==> config.mk <==
export PLATFORM = sky130hd
export DESIGN_NAME = if_fetch_unit
export DESIGN_NICKNAME = d
export VERILOG_FILES = /design/src/rtl/if_fetch_unit_pkg.sv /design/src/rtl/if_fetch_unit_if_id_reg.sv /design/src/rtl/if_fetch_unit.sv
export SDC_FILE = /design/constraint.sdc
export NUM_CORES = 1
export LEC_CHECK = 0
export CAP_MARGIN = 5
export CORE_ASPECT_RATIO = 0.5
export CORE_MARGIN = 4
export CORE_UTILIZATION = 56
export CTS_CLUSTER_SIZE = 30
export DETAILED_ROUTE_END_ITERATION = 8
export MAX_ROUTING_LAYER = met4
export PLACE_DENSITY_LB_ADDON = 0.05
export RECOVER_POWER = 25
export SYNTH_ARGS = -nofsm -noshare
export SYNTH_HDL_FRONTEND = slang
export SYNTH_SLANG_ARGS = --single-unit
==> constraint.sdc <==
create_clock -name clk -period 17.8 [get_ports clk]
set_input_delay 3.56 -clock clk [delete_from_list [all_inputs] [get_ports clk]]
set_output_delay 3.56 -clock clk [all_outputs]
set_load 0.02 [all_outputs]
==> src/rtl/if_fetch_unit_pkg.sv <==
// Shared types and constants for the IF stage.
// Fetch FSM states, bubble encoding, default reset PC, fetch packet.
package if_fetch_unit_pkg;

  typedef enum logic [1:0] {
    S_REQ,
    S_WAIT,
    S_HOLD
  } fetch_state_e;

  localparam logic [31:0] DEF_NOP_INST = 32'h0000_0013;
  localparam logic [31:0] DEF_RESET_PC = 32'h0000_0000;

  typedef struct packed {
    logic [31:0] pc;
    logic [31:0] inst;
  } fetch_pkt_t;

endpackage

==> src/rtl/if_fetch_unit_if_id_reg.sv <==
// IF/ID pipeline register: PC, instruction, valid.
// Ports: en/stall/flush control, avail + pkt_i from fetch, PC_ID/inst_ID/valid_ID out.
module if_id_reg
  import if_fetch_unit_pkg::*;
#(
  parameter logic [31:0] NOP_INST = DEF_NOP_INST
) (
  input  logic        clk,
  input  logic        rst,
  input  logic        en,
  input  logic        stall,
  input  logic        flush,
  input  logic        avail,
  input  fetch_pkt_t  pkt_i,
  output logic [31:0] PC_ID,
  output logic [31:0] inst_ID,
  output logic        valid_ID
);

  logic [31:0] pc_q, pc_d;
  logic [31:0] inst_q, inst_d;
  logic        valid_q, valid_d;

  // Stall (or disable) wins over flush; flush wins over a ready packet.
  always_comb begin
    pc_d    = pc_q;
    inst_d  = inst_q;
    valid_d = valid_q;
    if (en & ~stall) begin
      if (flush | ~avail) begin
        pc_d    = 32'h0;
        inst_d  = NOP_INST;
        valid_d = 1'b0;
      end else begin
        pc_d    = pkt_i.pc;
        inst_d  = pkt_i.inst;
        valid_d = 1'b1;
      end
    end
  end

  always_ff @(posedge clk or posedge rst) begin
    if (rst) begin
      pc_q    <= 32'h0;
      inst_q  <= NOP_INST;
      valid_q <= 1'b0;
    end else begin
      pc_q    <= pc_d;
      inst_q  <= inst_d;
      valid_q <= valid_d;
    end
  end

  assign PC_ID    = pc_q;
  assign inst_ID  = inst_q;
  assign valid_ID = valid_q;

endmodule

==> src/rtl/if_fetch_unit.sv <==
// IF stage: fetch PC, one-outstanding imem handshake, hold buffer, IF/ID reg.
// Ports: hazard controls, branch redirect, imem req/resp, PC_ID/inst_ID/valid_ID.
module if_fetch_unit
  import if_fetch_unit_pkg::*;
#(
  parameter logic [31:0] RESET_PC = DEF_RESET_PC,
  parameter logic [31:0] NOP_INST = DEF_NOP_INST
) (
  input  logic        clk,
  input  logic        rst,
  input  logic        PC_EN_IF,
  input  logic        reg_FD_EN,
  input  logic        reg_FD_stall,
  input  logic        reg_FD_flush,
  input  logic        Branch_ID,
  input  logic [31:0] PC_branch_ID,
  output logic        imem_req_valid,
  input  logic        imem_req_ready,
  output logic [31:0] imem_addr,
  input  logic        imem_resp_valid,
  input  logic [31:0] imem_resp_data,
  output logic [31:0] PC_ID,
  output logic [31:0] inst_ID,
  output logic        valid_ID
);

  fetch_state_e state_q, state_d;
  logic [31:0]  pc_fetch_q, pc_fetch_d;
  logic [31:0]  pc_inflight_q, pc_inflight_d;
  logic         drop_q, drop_d;
  fetch_pkt_t   hold_q, hold_d;

  logic       redirect;
  logic       fd_load;
  logic       resp_ok;
  logic       avail;
  logic       take;
  fetch_pkt_t resp_pkt;
  fetch_pkt_t fd_pkt;

  assign redirect = Branch_ID & PC_EN_IF;
  assign fd_load  = reg_FD_EN & ~reg_FD_stall;
  assign resp_ok  = (state_q == S_WAIT) & imem_resp_valid
                  & ~drop_q & ~redirect;
  assign avail    = (state_q == S_HOLD) | resp_ok;
  // A flush while a packet is available leaves it pending.
  assign take     = fd_load & ~reg_FD_flush & avail;
  assign resp_pkt = '{pc: pc_inflight_q, inst: imem_resp_data};
  assign fd_pkt   = (state_q == S_HOLD) ? hold_q : resp_pkt;
  assign imem_addr = pc_fetch_q;

  always_comb begin
    state_d        = state_q;
    pc_fetch_d     = pc_fetch_q;
    pc_inflight_d  = pc_inflight_q;
    drop_d         = drop_q;
    hold_d         = hold_q;
    imem_req_valid = 1'b0;
    if (redirect) pc_fetch_d = PC_branch_ID;
    unique case (state_q)
      S_REQ: begin
        imem_req_valid = PC_EN_IF & ~redirect;
        if (PC_EN_IF & ~redirect & imem_req_ready) begin
          pc_inflight_d = pc_fetch_q;
          pc_fetch_d    = pc_fetch_q + 32'd4;
          state_d       = S_WAIT;
        end
      end
      S_WAIT: begin
        if (imem_resp_valid) begin
          if (drop_q | redirect) begin
            drop_d  = 1'b0;
            state_d = S_REQ;
          end else if (take) begin
            state_d = S_REQ;
          end else begin
            hold_d  = resp_pkt;
            state_d = S_HOLD;
          end
        end else if (redirect) begin
          // Response still owed: squash it on arrival.
          drop_d = 1'b1;
        end
      end
      S_HOLD: begin
        if (redirect | take) state_d = S_REQ;
      end
      default: state_d = S_REQ;
    endcase
  end

  always_ff @(posedge clk or posedge rst) begin
    if (rst) begin
      state_q       <= S_REQ;
      pc_fetch_q    <= RESET_PC;
      pc_inflight_q <= 32'h0;
      drop_q        <= 1'b0;
      hold_q        <= '0;
    end else begin
      state_q       <= state_d;
      pc_fetch_q    <= pc_fetch_d;
      pc_inflight_q <= pc_inflight_d;
      drop_q        <= drop_d;
      hold_q        <= hold_d;
    end
  end

  if_id_reg #(
    .NOP_INST(NOP_INST)
  ) u_if_id (
    .clk     (clk),
    .rst     (rst),
    .en      (reg_FD_EN),
    .stall   (reg_FD_stall),
    .flush   (reg_FD_flush),
    .avail   (avail),
    .pkt_i   (fd_pkt),
    .PC_ID   (PC_ID),
    .inst_ID (inst_ID),
    .valid_ID(valid_ID)
  );

endmodule

==> results of run 1 <==
==> final cells by class <==
cell class | instances | area (um^2)
Inverter | 6 | 23.77
Clock buffer | 19 | 432.9
Tap cell | 204 | 255.2
Fill cell | 1091 | 4141
Clock inverter | 13 | 163.9
Timing Repair Buffer | 180 | 1773
Multi-Input combinational cell | 544 | 3716
Sequential cell | 196 | 4908
==> stage by stage <==
| stage | util, % | cells | instance area, um^2 |
|---|---|---|---|
| after detailed placement | 69.33 | 1130 | 10690 |
| after floorplan | - | 791 | 8837 |
| after global routing | 73.13 | 1162 | 11270 |
| final | 73.13 | 1162 | 11270 |
| after CTS | 73.20 | 1162 | 11280 |
| after global placement | 69.33 | 1130 | 10690 |
==> worst register-to-register path, delay by kind of cell (launching register included) <==
kind / cells / cell delay, ns
buffers and inverters: 1 / 0.45
AO/OA/AOI/OAI: 2 / 0.57
flip-flops: 1 / 0.49
AND/OR/NAND/NOR: 2 / 1.07
==> registers in the layout, summed over array words and instances (netlist names) <==
name,flops
hold_q,64
u_if_id.PC_ID,32
pc_inflight_q,32
drop_q,1
u_if_id.valid_ID,1
u_if_id.inst_ID,32
state_q,2
imem_addr,32
==> layer usage <==
layer  up-vias  track usage, %
met5         -               -
met4         0           5.540
met3        25           4.508
met2       253           37.65
met1      3314           35.86
li1       3079               -
==> worst min-delay path by stage <==
| stage | cells after the start | to | start | slack (ns) |
|---|---|---|---|---|
| after global routing | 2 | u_if_id.valid_ID$_DFFE_PP0N_ | u_if_id.valid_ID$_DFFE_PP0N_ | 0.50 |
| after detailed placement | 2 | u_if_id.valid_ID$_DFFE_PP0N_ | u_if_id.valid_ID$_DFFE_PP0N_ | 0.46 |
| after global placement | 2 | u_if_id.valid_ID$_DFFE_PP0N_ | u_if_id.valid_ID$_DFFE_PP0N_ | 0.46 |
| final | 2 | u_if_id.PC_ID[14]$_DFFE_PP0N_ | u_if_id.PC_ID[14]$_DFFE_PP0N_ | 0.48 |
| after floorplan | 2 | pc_inflight_q[29]$_DFFE_PP0P_ | pc_inflight_q[29]$_DFFE_PP0P_ | 0.46 |
| after CTS | 2 | u_if_id.valid_ID$_DFFE_PP0N_ | u_if_id.valid_ID$_DFFE_PP0N_ | 0.48 |
==> power breakdown <==
part	switching, mW	leakage [nW]	internal, mW
Combinational	0.106	2.51	0.158
Sequential	0.0774	2.49	0.546
Clock	0.181	0.280	0.213
==> cell families (layout without fill, tap and decap cells) <==
logic type,Yosys count,in the layout
AND/OR/NAND/NOR,286,286
adder cells (fa/ha/maj),1,1
AO/OA/AOI/OAI,129,129
buffers and inverters,51,218
multiplexers,128,128
flip-flops,196,196
==> Yosys cell counts (all sizes together) (2+ instances only) <==
cell	instances
nand3	18
a21o	3
clkbuf	26
a31oi	2
o21a	2
o22ai	8
nand2b	3
dfstp	3
and4	6
a211oi	5
o311ai	2
a31o	2
o22a	3
a21oi	14
o221a	3
o21ai	70
nor2	41
nand2	185
buf	19
nand4	6
nor2b	2
dfrtp	193
nor3	9
inv	6
and2	2
a221o	4
mux2	64
and3	8
mux2i	64
a311oi	4
nor4	2
==> results.md, run 1 <==
- CTS tree: done
- CTS Buffer Depth: 2
- Standard-cell rows: 32
- Worst path slowest cell: clkdlybuf4s50_1
- Number of port buffers: 170
- Crit Path Class: in2out
- CP startpoint: Branch_ID
- M1 wire length: 10.09 mm
- Buffers & Inverters on Critical Path: 2
- Total Power: 1.281 mW
- CORE AREA: 0.01541 mm^2
- Post-Synth Adder-Cell Area: 0.1416%
- DP Worst Slack: 9.164 ns
- Largest family of logic cells by synthesized area: multiplexers
- H-tree depth: 4
- Post-Route WL: 21.60 mm
- CP required: 14.24 ns
- Worst setup margin: 9.045 ns
- RSZ-0062 raised after global routing: false
- Final Hold Slack: 0.4777 ns
- Compound-Gate Fraction of Synth Area: 9.019%
- CTS Buf Count: 17
- Initial Utilization: 57.33%
- Ys flop type: dfrtp_1
- MaxCap Viol Count: 1
- Met3 wire len: 1.405 mm
- Final nets: 1,019
- Post-Synth Simple-Gate Area: 14.51%
- Ratio of cells with drive above 1 in the final layout: 13.15%
- Share of the synthesized area in the top cell type: 54.65%
- Synthesized flop and latch total: 196
- XOR/XNOR Fraction of Synth Area: 0%
- TNS Setup: 0 ns
- Static leakage: 5.286 nW
- Post-synth EDFFs: 0
- All-Layer GR Usage: 24.94%
- CP max stage delay: 0.67 ns
- DR DRC count: 0
- Instance count on the critical path: 3
- PD cells: 113.7 mW/mm^2
- CTS clk-pin slew, worst paths: 0.07 ns
- Leading cell types in the layout, fill and taps excluded: dfrtp_1, nand2_1, clkdlybuf4s50_1
- Root Driver: clkbuf_16
- Via count: 6,671
- Tmin final: 8.755 ns
- YS warnings: 0
- Worst path cell trace: dlygate4sd3_1 > nor4b_2 > clkdlybuf4s50_1
- Slew headroom: -323.1%
- Final Cycle Share: 49.19%
- Peak supply drop: 0.06703 mV
- Synth area leader: dfrtp_1
- Setup crit end kind: output pin
- Worst Tran Pin Value: 6.312 ns
- Worst R2R End: imem_addr[27]$_DFF_PP0_
- Hold_buf cts: 0
- WL per Instance: 18.59 um
- Post-CTS Setup Bufs: 0
- Setup violations, final: 0
- F_max: 0.1142 GHz
- Max-slew violations: 146
- DR pass1 iterations: 6
- Failing checks: capacitance limit, slew limit
- Status: complete, but fails checks
- DIE WIDTH: 185.7 um
- Dpl hpwl: 14.02 mm
- CTS resizes: 0
- Clock latency on the worst-skew pair: 0.43 ns
- CP Capture Point: imem_req_valid
- Setup Skew: 0.01467 ns
- Die area: 0.01798 mm^2
- Family with the most delay on the worst path: buffers and inverters
- CP Launch Type: input pin
- Mapped Area: 0.008837 mm^2
- RePlAce Congestion: 0.8954
- Worst hold path class: reg2reg
- Final hold violation count: 0
- Synth cell types: 53
- Met2 WL: 9.893 mm
- Top cells by area, synth: dfrtp_1, mux2_4, nand2_1, mux2i_1, o21ai_0
- Die height: 96.83 um
- I/O Pins: 171
- Crit Path Max Fanout: 4
- Initial antenna violation count: 0
- Highest metal used: met4
- CTS sink count: 196
- Setup slack, reg-to-reg: 15.12 ns
- DRT antenna net count: 0
- Most common cell after layout, fill and taps aside: dfrtp_1
- Mapped Avg Cell Area: 11.17 um^2
- Antenna Cells: 0
- Avg Vias per Cell: 5.741
- Worst-case reg-to-reg path depth: 5
- Post-synthesis cell count: 791
- Overflow after GRT: 0
- Area growth, synth to finish: 27.57%
- Critical path arrival: 5.20 ns
- Post-synthesis mux area share: 17.95%
- Largest net degree at the start of global routing: 146
- Seq/Total Area, Yosys: 55.54%
- Net Count, Synth: 865
- Initial DRC Count: 457
- Vias in the first global route: 6,615
- Ys async rst share: 100.0%
- First-pass GRT wire length: 35.08 mm
- Worst r2r src: state_q[1]$_DFFE_PP0P_
Note: power is estimated with default switching activity, not from simulation.
==> run 2: changes to the inputs <==
--- a/config.mk
+++ b/config.mk
@@ -8,7 +8,7 @@
 export CAP_MARGIN = 5
 export CORE_ASPECT_RATIO = 0.5
 export CORE_MARGIN = 4
-export CORE_UTILIZATION = 56
+export CORE_UTILIZATION = 52
 export CTS_CLUSTER_SIZE = 30
 export DETAILED_ROUTE_END_ITERATION = 8
 export MAX_ROUTING_LAYER = met4
==> constraint.sdc (replaced) <==
create_clock -name clk -period 9.1 [get_ports clk]
set_input_delay 1.82 -clock clk [delete_from_list [all_inputs] [get_ports clk]]
set_output_delay 1.82 -clock clk [all_outputs]
set_load 0.02 [all_outputs]
==> results.md, run 2 (synthesized netlist as in run 1, its figures left out) <==
- Status: complete, but fails checks (unchanged)
- Failing checks: capacitance limit, slew limit (unchanged)
- Family with the most delay on the worst path: buffers and inverters (unchanged)
- Static leakage: 5.321 nW (was 5.286 nW)
- DR DRC count: 0 (unchanged)
- CP max stage delay: 2.73 ns (was 0.67 ns)
- Number of port buffers: 170 (unchanged)
- Area growth, synth to finish: 27.81% (was 27.57%)
- Ratio of cells with drive above 1 in the final layout: 13.18% (was 13.15%)
- Overflow after GRT: 0 (unchanged)
- Antenna Cells: 0 (unchanged)
- Dpl hpwl: 14.27 mm (was 14.02 mm)
- CTS clk-pin slew, worst paths: 0.08 ns (was 0.07 ns)
- Crit Path Class: in2async (was in2out)
- Combinational power share: 20.6% (about the same)
- Max reg flops: 64 (unchanged)
- DRT antenna net count: 0 (unchanged)
- Setup crit end kind: async pin (was output pin)
- Worst-case reg-to-reg path depth: 5 (unchanged)
- Hold_buf cts: 0 (unchanged)
- MaxCap Viol Count: 1 (unchanged)
- WL per Instance: 18.61 um (was 18.59 um)
- Vias in the first global route: 6,623 (was 6,615)
- TNS Setup: 0 ns (unchanged)
- Setup violations, final: 0 (unchanged)
- Setup Skew: 0.01609 ns (was 0.01467 ns)
- Seq pwr share: 49.1% (was 48.6%)
- Critical path arrival: 6.41 ns (was 5.20 ns)
- I/O Pins: 171 (unchanged)
- PD cells: 220.5 mW/mm^2 (was 113.7 mW/mm^2)
- H-tree depth: 4 (unchanged)
- Worst path slowest cell: clkinvlp_2 (was clkdlybuf4s50_1)
- Die height: 100.2 um (was 96.83 um)
- Initial antenna violation count: 0 (unchanged)
- Die area: 0.01927 mm^2 (was 0.01798 mm^2)
- Hold path start: u_if_id.PC_ID[27]$_DFFE_PP0N_ (was u_if_id.PC_ID[14]$_DFFE_PP0N_)
- Root Driver: clkbuf_16 (unchanged)
- Worst hold path class: reg2reg (unchanged)
- CTS sink count: 196 (unchanged)
- Non-Filler Instances: 1,183 (was 1,162)
- First-pass GRT wire length: 35.29 mm (was 35.08 mm)
- DP Worst Slack: 3.932 ns (was 9.164 ns)
- Max-slew violations: 113 (was 146)
- Post-Route WL: 22.02 mm (was 21.60 mm)
- Worst R2R End: imem_addr[29]$_DFF_PP0_ (was imem_addr[27]$_DFF_PP0_)
- Worst path cell trace: dlygate4sd3_1 > clkinvlp_2 > buf_4 (was dlygate4sd3_1 > nor4b_2 > clkdlybuf4s50_1)
- RePlAce Congestion: 0.8966 (was 0.8954)
- Leading cell types in the layout, fill and taps excluded: dfrtp_1, nand2_1, clkdlybuf4s50_1 (unchanged)
- Final Core Density: 68.39% (was 73.13%)
- CTS Buf Count: 17 (unchanged)
- RSZ-0062 raised after global routing: false (unchanged)
- DR pass1 iterations: 5 (was 6)
- Setup slack, reg-to-reg: 6.34 ns (was 15.12 ns)
- Initial DRC Count: 346 (was 457)
- Worst r2r src: state_q[1]$_DFFE_PP0P_ (unchanged)
- Most flops, register: hold_q (unchanged)
- Final hold violation count: 0 (unchanged)
- Via count: 6,462 (was 6,671)
- WHS Path Cells: 2 (unchanged)
- Psw: 0.7408 mW (was 0.3644 mW)
- Final nets: 1,017 (was 1,019)
- Layout filler cell count: 1,256 (was 1,091)
- Largest net degree at the start of global routing: 113 (was 146)
- Initial Utilization: 53.51% (was 57.33%)
- All-Layer GR Usage: 23.87% (was 24.94%)
- CTS tree: done (unchanged)
- Tmin final: 6.020 ns
- Peak supply drop: 0.1423 mV (was 0.06703 mV)
- Clock latency on the worst-skew pair: 0.43 ns (about the same)
- CTS resizes: 0 (unchanged)
- F_max: 0.1661 GHz
- Clock power frac: 30.4% (was 30.8%)
- CP Launch Type: input pin (unchanged)
- CP required: 9.49 ns (was 14.24 ns)
- Total Power: 2.491 mW (was 1.281 mW)
- Worst Tran Pin Value: 4.904 ns (was 6.312 ns)
- Sw Ratio: 29.74% (was 28.44%)
- DIE WIDTH: 192.4 um (was 185.7 um)
- CORE AREA: 0.01652 mm^2 (was 0.01541 mm^2)
- Worst setup margin: 3.080 ns (was 9.045 ns)
- Standard-cell rows: 33 (was 32)
- DP Cell Count: 1,151 (was 1,130)
- Buffers & Inverters on Critical Path: 3 (was 2)
- Final Cycle Share: 66.15%
- Most common cell after layout, fill and taps aside: dfrtp_1 (unchanged)
- Post-CTS Setup Bufs: 0 (unchanged)
- Crit Path Max Fanout: 112 (was 4)
- Endpoint, Worst Hold: u_if_id.PC_ID[27]$_DFFE_PP0N_ (was u_if_id.PC_ID[14]$_DFFE_PP0N_)
- Pint: 1.750 mW (was 0.9170 mW)
- CTS Buffer Depth: 2 (unchanged)
- Slew headroom: -228.7% (was -323.1%)
- Avg Vias per Cell: 5.462 (was 5.741)
-- run 2: cell count changes in the layout (fill, tap and decap cells not counted), moves of 2 or more --
cell	delta
buf_4	-2
clkdlybuf4s50_1	-8
clkinv_2	+2
dlygate4sd3_1	+8
clkbuf_1	-2
clkinv_8	+5
clkinvlp_4	-4
bufinv_16	-2
-- run 2: cell type report --
type                       count  area [um^2]  area share (%)
clock inverter                15        178.9           1.584
tap                          227        284.0           2.515
timing repair buffer         178         1758           15.56
inverter                       6        23.77          0.2105
clock buffer                  17        425.4           3.766
sequential                   196         4908           43.46
multi-input combinational    544         3716           32.90
-- run 2: tightest hold or removal path, cell delays in order (launching register included) --
cell and delay [ns]:
dfrtp_1 0.34, nand2_1 0.05, o21ai_0 0.06
-- run 2: worst max-delay path by stage --
stage	from	to	cells past startpoint
6_report	rst	imem_addr[26]$_DFF_PP0_	3
5_1_grt	rst	state_q[0]$_DFFE_PP0P_	3
4_1_cts	Branch_ID	imem_req_valid	3
3_5_place_dp	Branch_ID	imem_req_valid	3
3_3_place_gp	Branch_ID	imem_req_valid	3
2_1_floorplan	rst	drop_q$_DFFE_PP0P_	1
-- run 2: per-stage QoR --
step           instance area [um^2]  hold slack [ns]
5_1_grt                       11290           0.4941
6_report                      11290           0.4763
3_5_place_dp                  10700           0.4692
3_3_place_gp                  10700           0.4607
4_1_cts                       11300           0.4869
2_1_floorplan                  8837           0.4632
-- run 2: layer usage --
metal	GRT usage (%)	share of wire [%]	wire length [um]	vias to the layer above
met5	-	0	0	-
met4	4.929	0.94	207	0
met3	3.926	5.2	1146	21
met2	35.97	45	9856	185
met1	34.74	49	10810	3195
li1	-	-	-	3061
-- run 2: power by group through the flow --
stage	logic (mW)	registers (mW)	clock network (mW)
finish	0.513	1.22	0.756
global route	0.556	1.25	0.805
CTS	0.519	1.22	0.769
detailed placement	0.517	1.23	0
global placement	0.500	1.22	0
floorplan	0.336	1.22	0
